### src/rtl/serial_summator.sv
// Bit-serial adder/subtractor, one result bit per clock, LSB first.
// Define SERIAL_SUMMATOR_OVF_EN to add the signed overflow output.
module serial_summator #(
  parameter int WIDTH = 8
) (
  input  logic             clk,
  input  logic             reset,
  input  logic             start,
  input  logic [WIDTH-1:0] a,
  input  logic [WIDTH-1:0] b,
  input  logic             sub,
  output logic             busy,
  output logic             sum_bit,
  output logic             sum_valid,
  output logic             sum_last,
  output logic             done,
  output logic [WIDTH:0]   sum_word
`ifdef SERIAL_SUMMATOR_OVF_EN
  ,
  output logic             overflow
`endif
);

  localparam int CW = (WIDTH > 1) ? $clog2(WIDTH) : 1;
  localparam logic [CW-1:0] LAST = CW'(WIDTH - 1);

  typedef enum logic {
    IDLE,
    SHIFT
  } state_t;

  state_t           state;
  logic [WIDTH-1:0] opa;
  logic [WIDTH-1:0] opb;
  logic [WIDTH-1:0] res;
  logic [WIDTH-1:0] res_nxt;
  logic             carry;
  logic [CW-1:0]    cnt;
  logic             s;
  logic             c_nxt;
  logic             fin;

  assign s     = opa[0] ^ opb[0] ^ carry;
  assign c_nxt = (opa[0] & opb[0]) |
                 (opa[0] & carry)  |
                 (opb[0] & carry);
  assign fin   = (cnt == LAST);

  // New bit enters at the top so the LSB ends up at bit 0.
  assign res_nxt = (res >> 1) |
                   (WIDTH'(s) << (WIDTH - 1));

  always_ff @(posedge clk) begin
    if (reset) begin
      state     <= IDLE;
      opa       <= '0;
      opb       <= '0;
      res       <= '0;
      carry     <= 1'b0;
      cnt       <= '0;
      busy      <= 1'b0;
      sum_bit   <= 1'b0;
      sum_valid <= 1'b0;
      sum_last  <= 1'b0;
      done      <= 1'b0;
      sum_word  <= '0;
`ifdef SERIAL_SUMMATOR_OVF_EN
      overflow  <= 1'b0;
`endif
    end else begin
      unique case (state)
        IDLE: begin
          sum_valid <= 1'b0;
          sum_last  <= 1'b0;
          done      <= 1'b0;
          if (start) begin
            opa   <= a;
            opb   <= sub ? ~b : b;
            carry <= sub;
            cnt   <= '0;
            busy  <= 1'b1;
            state <= SHIFT;
          end
        end
        SHIFT: begin
          sum_bit   <= s;
          sum_valid <= 1'b1;
          carry     <= c_nxt;
          opa       <= opa >> 1;
          opb       <= opb >> 1;
          res       <= res_nxt;
          cnt       <= cnt + CW'(1);
          sum_last  <= fin;
          done      <= fin;
          if (fin) begin
            sum_word <= {c_nxt, res_nxt};
`ifdef SERIAL_SUMMATOR_OVF_EN
            overflow <= carry ^ c_nxt;
`endif
            busy     <= 1'b0;
            state    <= IDLE;
          end
        end
        default: state <= IDLE;
      endcase
    end
  end

endmodule

### config.mk
export PLATFORM = sky130hd
export DESIGN_NAME = serial_summator
export DESIGN_NICKNAME = d
export VERILOG_FILES = /design/src/rtl/serial_summator.sv
export SDC_FILE = /design/constraint.sdc
export NUM_CORES = 1
export LEC_CHECK = 0
export ABC_AREA = 1
export ABC_CLOCK_PERIOD_IN_PS = 1750
export CORE_UTILIZATION = 50
export DETAILED_ROUTE_END_ITERATION = 8
export PLACE_DENSITY = 0.78
export SLEW_MARGIN = 40
export SYNTH_ARGS = -nofsm -noshare
export SYNTH_HDL_FRONTEND = slang
export SYNTH_SLANG_ARGS = --single-unit
### constraint.sdc
create_clock -name clk -period 1.75 [get_ports clk]
set_input_delay 0.35 -clock clk [delete_from_list [all_inputs] [get_ports clk]]
set_output_delay 0.35 -clock clk [all_outputs]
set_load 0.02 [all_outputs]
==> results.md, run 1 <==
- Pre-antenna DRT Iters: 4
- Area leader, netlist: dfxtp_1
- I/O Buffers: 33
- # rows: 21
- Crit-path max cell delay: 600 ps
- Final WL: 3090 um
- CP Buf/Inv Count: 1
- EDFF count, synth: 0
- Dominant synthesized flop cell: dfxtp_1
- Top-count cell post-synth: nand2_1
- Final setup TNS: 0 ps
- Slew @ Worst Pin: 467 ps
- Worst path required time: around 1400 ps
- Synth Warn #: 0
- Reg area: 801 um^2
- CP Capture Point: sum_word[6]
- Setup Skew: 8.93 ps
- Seq cells post-synth: 40
- Pwr per Cell Area: 778 nW/um^2
- CP arrival: 1300 ps
- Initial antenna violation count: 0
- Post-DP HPWL: roughly 2200 um
- Power Total: 1.71 mW
- Wirelength per Cell: 9.41 um
- Fin nets: a little over 300
- Flop2flop setup slack: about 410 ps
- Clock slew at reported path FFs: 110 ps
- Initial Util: 52.2%
- Maximum vdd drop: approximately 430 uV
- Core area: between 3000 and 4000 um^2
- Reg2reg start: cnt[0]
- Largest net degree at the start of global routing: 20
- Later-pin clock latency in the skew report: ~340 ps
- Worst hold path class: reg -> reg
- Drt drc: 0
- CTS max path bufs: 2
- Die footprint: between 3000 and 4000 um^2
- Reg-to-reg endpoint: sum_word[7]
- Crit-path cells: clkdlybuf4s50_1
- FF-to-FF path depth: 6
- First-pass GRT wire length: 5560 um
- Hold Vio Cnt, Final: 0
- Clock Root Buffer: clkbuf_4
- Synth cell count leaders: 80 x nand2_1, 40 x dfxtp_1, 28 x inv_1, 27 x a21oi_1, 18 x nand3_1
- Syn Inst Count: between 200 and 250
- RSZ-0062 raised after global routing: false
- ANT cells: 0
- Worst Setup End Kind: primary output
- Share of cells above drive strength 1: around 7.8%
- GP Congestion: 0.743
- Final count of negative-setup-slack endpoints: 0
- Critical path launch point type: flop
- TritonCTS clock tree: done
- Max-slew violation count: 0
- Synthesized area per cell: 7.14 um^2
- Main area contributors after synthesis: dfxtp_1 46%, nand2_1 17%, a21oi_1 7.8%
- Outcome: complete, no violations
- Number of DRC markers in iteration 0: 63
- Area grow syn2layout: 25.9%
- Synth async-reset ratio: 0%
- Final-layout fill cell count: ~300
- Max_slew headroom: around 69%
- Die width: between 60 and 70 um
- Pleak: 1.08 nW
- Peak Freq: 608 MHz
- Via-to-Cell Ratio: between 4 and 5
- Vias: 1,534
- Crit path depth: 1
- Seq/Total Area, Yosys: 46.0%
- GRT Total Usage: approximately a fifth
- Multi-input logic area: 744 um^2
- Number of global-route vias before repair: 1,329
- H-tree depth: 2
- I/O Pins: 34
- Cell Area, Synth: 1740 um^2
- Crit path time final: 1650 ps
- Post-synth top area share: a little under half
- WS Path Type: reg -> out
- MaxCap Viol Count: 0
- Critical Path Start: sum_word[6]
- Antenna Nets Post-Route: 0
- Crit path max-delay family: buffers and inverters
- Distinct cells, synth: 23
- Grt total ovfl: 0
- Post-synth net total: roughly 270
- Crit-path slowest cell: clkdlybuf4s50_1
- CTS Sinks: 40
- Die H: 61.0 um
- Part of the cycle the worst path needs: 94.1%
- Clock buffer count from CTS: 5
- Critical path peak fanout: 2
==> layout make-up <==
class | instances | share of cell area [%]
flip-flops and latches | 40 | 36.5
multi-input cells | 161 | 33.9
repair buffers | 43 | 18.6
inverters | 31 | 5.36
clock buffers | 7 | 2.97
well taps | 46 | 2.62
==> metrics by stage <==
step / instance area (um^2) / instances / worst slack (ps) / util, % / hold WS [ps]
CTS: 2190 / 328 / 54.6 / 65.7 / 469
detailed placement: 2130 / 321 / 228 / 63.7 / 453
global route: 2190 / 328 / 39.9 / 65.7 / 493
finish: 2190 / 328 / 104 / 65.7 / 465
global placement: 2130 / 321 / 274 / 63.7 / 451
floorplan: 1740 / 244 / 558 / - / 438
==> worst min path at each step <==
stage / start / endpoint / slack (ps) / cells past startpoint
floorplan: res[1] / sum_word[0] / 440 / 2
finish: res[1] / sum_word[0] / 470 / 2
detailed placement: sum_word[2] / sum_word[2] / 450 / 2
CTS: sum_word[2] / sum_word[2] / 470 / 2
global route: sum_word[8] / sum_word[8] / 490 / 2
global placement: res[1] / sum_word[0] / 450 / 2
==> logic make-up after synthesis <==
family                     share of synthesized area [%]
adders and majority gates                           3.30
buffers and inverters                               11.3
AOI/OAI and AO/OA                                   11.6
and+or+nand+nor                                     27.8
DFF                                                 46.0
==> flip-flops by register name (all words and copies together), names as in the netlist <==
| signal | flops |
|---|---|
| sum_word | 9 |
| opa | 8 |
| opb | 8 |
| res | 6 |
| cnt | 3 |
| busy | 1 |
| carry | 1 |
| done | 1 |
| state | 1 |
| sum_bit | 1 |
| sum_valid | 1 |
==> worst min-delay path, stage by stage, from the launching register on <==
cell and delay [ps]:
dfxtp_1 320, nand2_1 60, a21oi_1 50
==> report_power, final <==
part	switching, mW	total (mW)	internal [mW]
Combinational	0.120	0.230	0.110
Clock	0.273	0.501	0.228
Sequential	0.0232	0.975	0.952
Total	0.416	1.71	1.29
==> per-layer routing <==
| layer | routed length, um | track usage, % | up-vias |
|---|---|---|---|
| met1 | 1500 | 25.1 | 668 |
| met5 | 0 | 0 | - |
| met2 | 1430 | 33.7 | 27 |
| met3 | 96 | 5.67 | 6 |
| li1 | - | - | 833 |
| met4 | 59 | 7.47 | 0 |
==> timing repair <==
| item | 4_1_cts | 5_1_grt |
|---|---|---|
| setup endpoints to repair | 0 | 1 |
| buffers inserted | 0 | 0 |
| hold buffers | 0 | 0 |
| gates resized for setup | 0 | 1 |
==> layout by cell type, fill, tap and decap left out, drive strengths merged <==
cell type      netlist  layout
buf                 10      10
clkinv               2       2
clkbuf               2       7
nor2                18      18
o21ai                9       9
dfxtp               40      40
inv                 29      29
dlymetal6s2s         0       1
nor3                 1       1
a21oi               27      27
ha                   3       3
o21a                 1       1
clkdlybuf4s50        0      32
nand3               18      18
fa                   1       1
nand2               81      81
a22oi                2       2
No activity file was read; power rests on OpenSTA's default activity.
==> run 2, diff against run 1 <==
Settings changed: ABC_CLOCK_PERIOD_IN_PS 1750 to 2000, CORE_UTILIZATION 50 to 54, PLACE_DENSITY 0.78 to 0.83, SLEW_MARGIN 40 to 10.
Clock period 1.75 ns to 2 ns, I/O delays scaled along.
==> run 2 against run 1 <==
  * Setup slack improved by 150 ps
  * Sequential cell count did not move
  * Cell count fell by 1.8%
  * Final area fell by 2.2%
  * Largest cell class unchanged
  * Global-route usage rose by 1.0 points
  * Utilization rose by 4.5 points
  * First-iteration DRC count fell by 1.6%
  * Count of clock-buffer cells in the layout rose by 1
==> results.md, run 2 (synthesized netlist as in run 1, its figures left out) <==
- Grt total ovfl: 0 (unchanged)
- Initial antenna violation count: 0 (unchanged)
- Commonest non-fill, non-tap cells in the layout: 80 x nand2_1, 40 x dfxtp_1, 33 x clkdlybuf4s50_1, 28 x inv_1, 27 x a21oi_1
- Part of the cycle the worst path needs: 87.3%
- Top Registers: sum_word (9), opa (8), opb (8)
- Pint: 1.10 mW (-15%)
- First-pass GRT wire length: 5580 um (+0.25%)
- WS Path Type: reg -> out
- Final WL: 3160 um (+2.3%)
- TritonCTS clock tree: done
- Pre-antenna DRT Iters: 4 (unchanged)
- Setup Skew: 3.98 ps (-4.96 ps)
- Slew @ Worst Pin: 517 ps (+49.8 ps)
- Hold buffers post-CTS: 0 (unchanged)
- Die width: 58.8 um (-3.7%)
- Vias: 1,539 (+0.33%)
- Largest Register: sum_word
- Hold Vio Cnt, Final: 0 (unchanged)
- MaxCap Viol Count: 0 (unchanged)
- Critical Path Start: sum_bit
- Reg2reg start: state
- Clock slew at reported path FFs: 110 ps (about the same)
- Met1 Use GR: 24.1% (-0.96 points)
- RSZ-0062 raised after global routing: false
- Number of global-route vias before repair: 1,391 (+4.7%)
- CTS Sinks: 40 (unchanged)
- Critical path peak fanout: 4 (+2)
- Commonest non-fill, non-tap cell in the layout: nand2_1
- Worst hold path class: reg -> reg
- Clock buffer count from CTS: 5 (unchanged)
- Final count of negative-setup-slack endpoints: 0 (unchanged)
- Worst Setup End Kind: primary output
- Worst path required time: 1600 ps (+200 ps)
- Final setup TNS: 0 ps (unchanged)
- HP Start: sum_word[4]
- Crit-path slowest cell: clkdlybuf4s50_1
- Die footprint: 3460 um^2 (-7.2%)
- Grt peak-use layer: met2
- Wirelength per Cell: 9.80 um (+4.2%)
- Resized cells post-CTS: 0 (unchanged)
- Later-pin clock latency in the skew report: 350 ps (about the same)
- Core area: 3050 um^2 (-8.5%)
- Number of DRC markers in iteration 0: 62 (-1.6%)
- GRT Total Usage: 21.3% (+1.0 points)
- Crit-path cells: clkdlybuf4s50_1
- Initial Util: 57.0% (+4.9 points)
- Met3 GRT Util: 4.18% (-1.5 points)
- Largest net degree at the start of global routing: 22 (+10%)
- CP Buf/Inv Count: 1 (unchanged)
- Peak Freq: ~570 MHz
- Logic gate share of total power: 12.9% (-0.6 points)
- Crit-path max cell delay: 620 ps (+20 ps)
- Die H: 58.8 um (-3.7%)
- Crit path max-delay family: buffers and inverters
- # rows: 20 (-4.8%)
- Outcome: complete, no violations
- Post-CTS Repair Setup Buffers: 0 (unchanged)
- Maximum vdd drop: 441 uV (+2.3%)
- Critical path launch point type: flop
- H-tree depth: 2 (unchanged)
- Post-DP HPWL: 2240 um (+0.51%)
- Crit path time final: 1750 ps
- Pleak: 1.04 nW (-4.3%)
- Worst hold slack: 472 ps (+6.76 ps)
- Max_slew headroom: 65.5% (-3.3 points)
- CP arrival: 1350 ps (+50 ps)
- Pwr per Cell Area: 685 nW/um^2 (-12%)
- Antenna Nets Post-Route: 0 (unchanged)
- Sw frac: 25.3% (+0.96 points)
- Drt drc: 0 (unchanged)
- I/O Pins: 34 (unchanged)
- Sw power: 372 uW (-11%)
- CTS max path bufs: 2 (unchanged)
- ANT cells: 0 (unchanged)
- Met2 usage: 37.7% (+4.0 points)
- Reg power frac: 58.5% (+1.3 points)
- Area grow syn2layout: 23.1%
- Max-slew violation count: 0 (unchanged)
- I/O Buffers: 33 (unchanged)
- Clock power share: 28.6% (-0.7 points)
- GP Congestion: 0.747 (+0.65%)
- Clock Root Buffer: clkbuf_4
- Fin nets: 301 (-1.6%)
- Max FFs per register: 9 (unchanged)
- Via-to-Cell Ratio: 4.78 (+2.2%)
- Share of cells above drive strength 1: 5.76% (-2.0 points)
-- run 2: cell types whose count changed in the layout (fill, tap and decap cells not counted) --
cell and delta:
dlymetal6s2s_1 -1, clkbuf_8 -1, clkdlybuf4s50_1 +1, clkbuf_1 +2, buf_4 -5
-- run 2: area by class of cell --
type	count	area, um^2
sequential	40	801
inverter	31	118
clock buffer	8	58.8
fill	268	908
multi-input combinational	161	744
tap	44	55.1
timing repair buffer	38	368
-- run 2: final timing paths --
path / slack (ps) / cells after the start / end
setup / recovery: 250 / 1 / sum_bit
hold / removal: 470 / 2 / sum_word[4]
setup reg to reg: 490 / 5 / opa[3]
hold reg to reg: 470 / 2 / sum_word[4]
-- run 2: metrics by stage --
step	utilization [%]	std cells	worst slack, ps	cell area, um^2	power [mW]
finish	70.2	322	253	2140	1.47
global route	70.2	322	199	2140	1.54
CTS	70.2	322	248	2140	1.48
detailed placement	68.3	314	307	2090	1.07
global placement	68.3	314	331	2090	1.06
floorplan	-	244	808	1740	0.997
-- run 2: power by group through the flow --
stage	clock (mW)	combinational (mW)	sequential (mW)
2_1_floorplan	0	0.125	0.873
3_3_place_gp	0	0.185	0.876
3_5_place_dp	0	0.190	0.877
4_1_cts	0.426	0.191	0.859
5_1_grt	0.461	0.217	0.865
6_report	0.420	0.189	0.859
-- run 2: layer usage --
metal,wire length (um),part of all wire (%)
met1,1460,46
met2,1520,48
met3,109,3.5
met5,0,0
met4,63,2.0
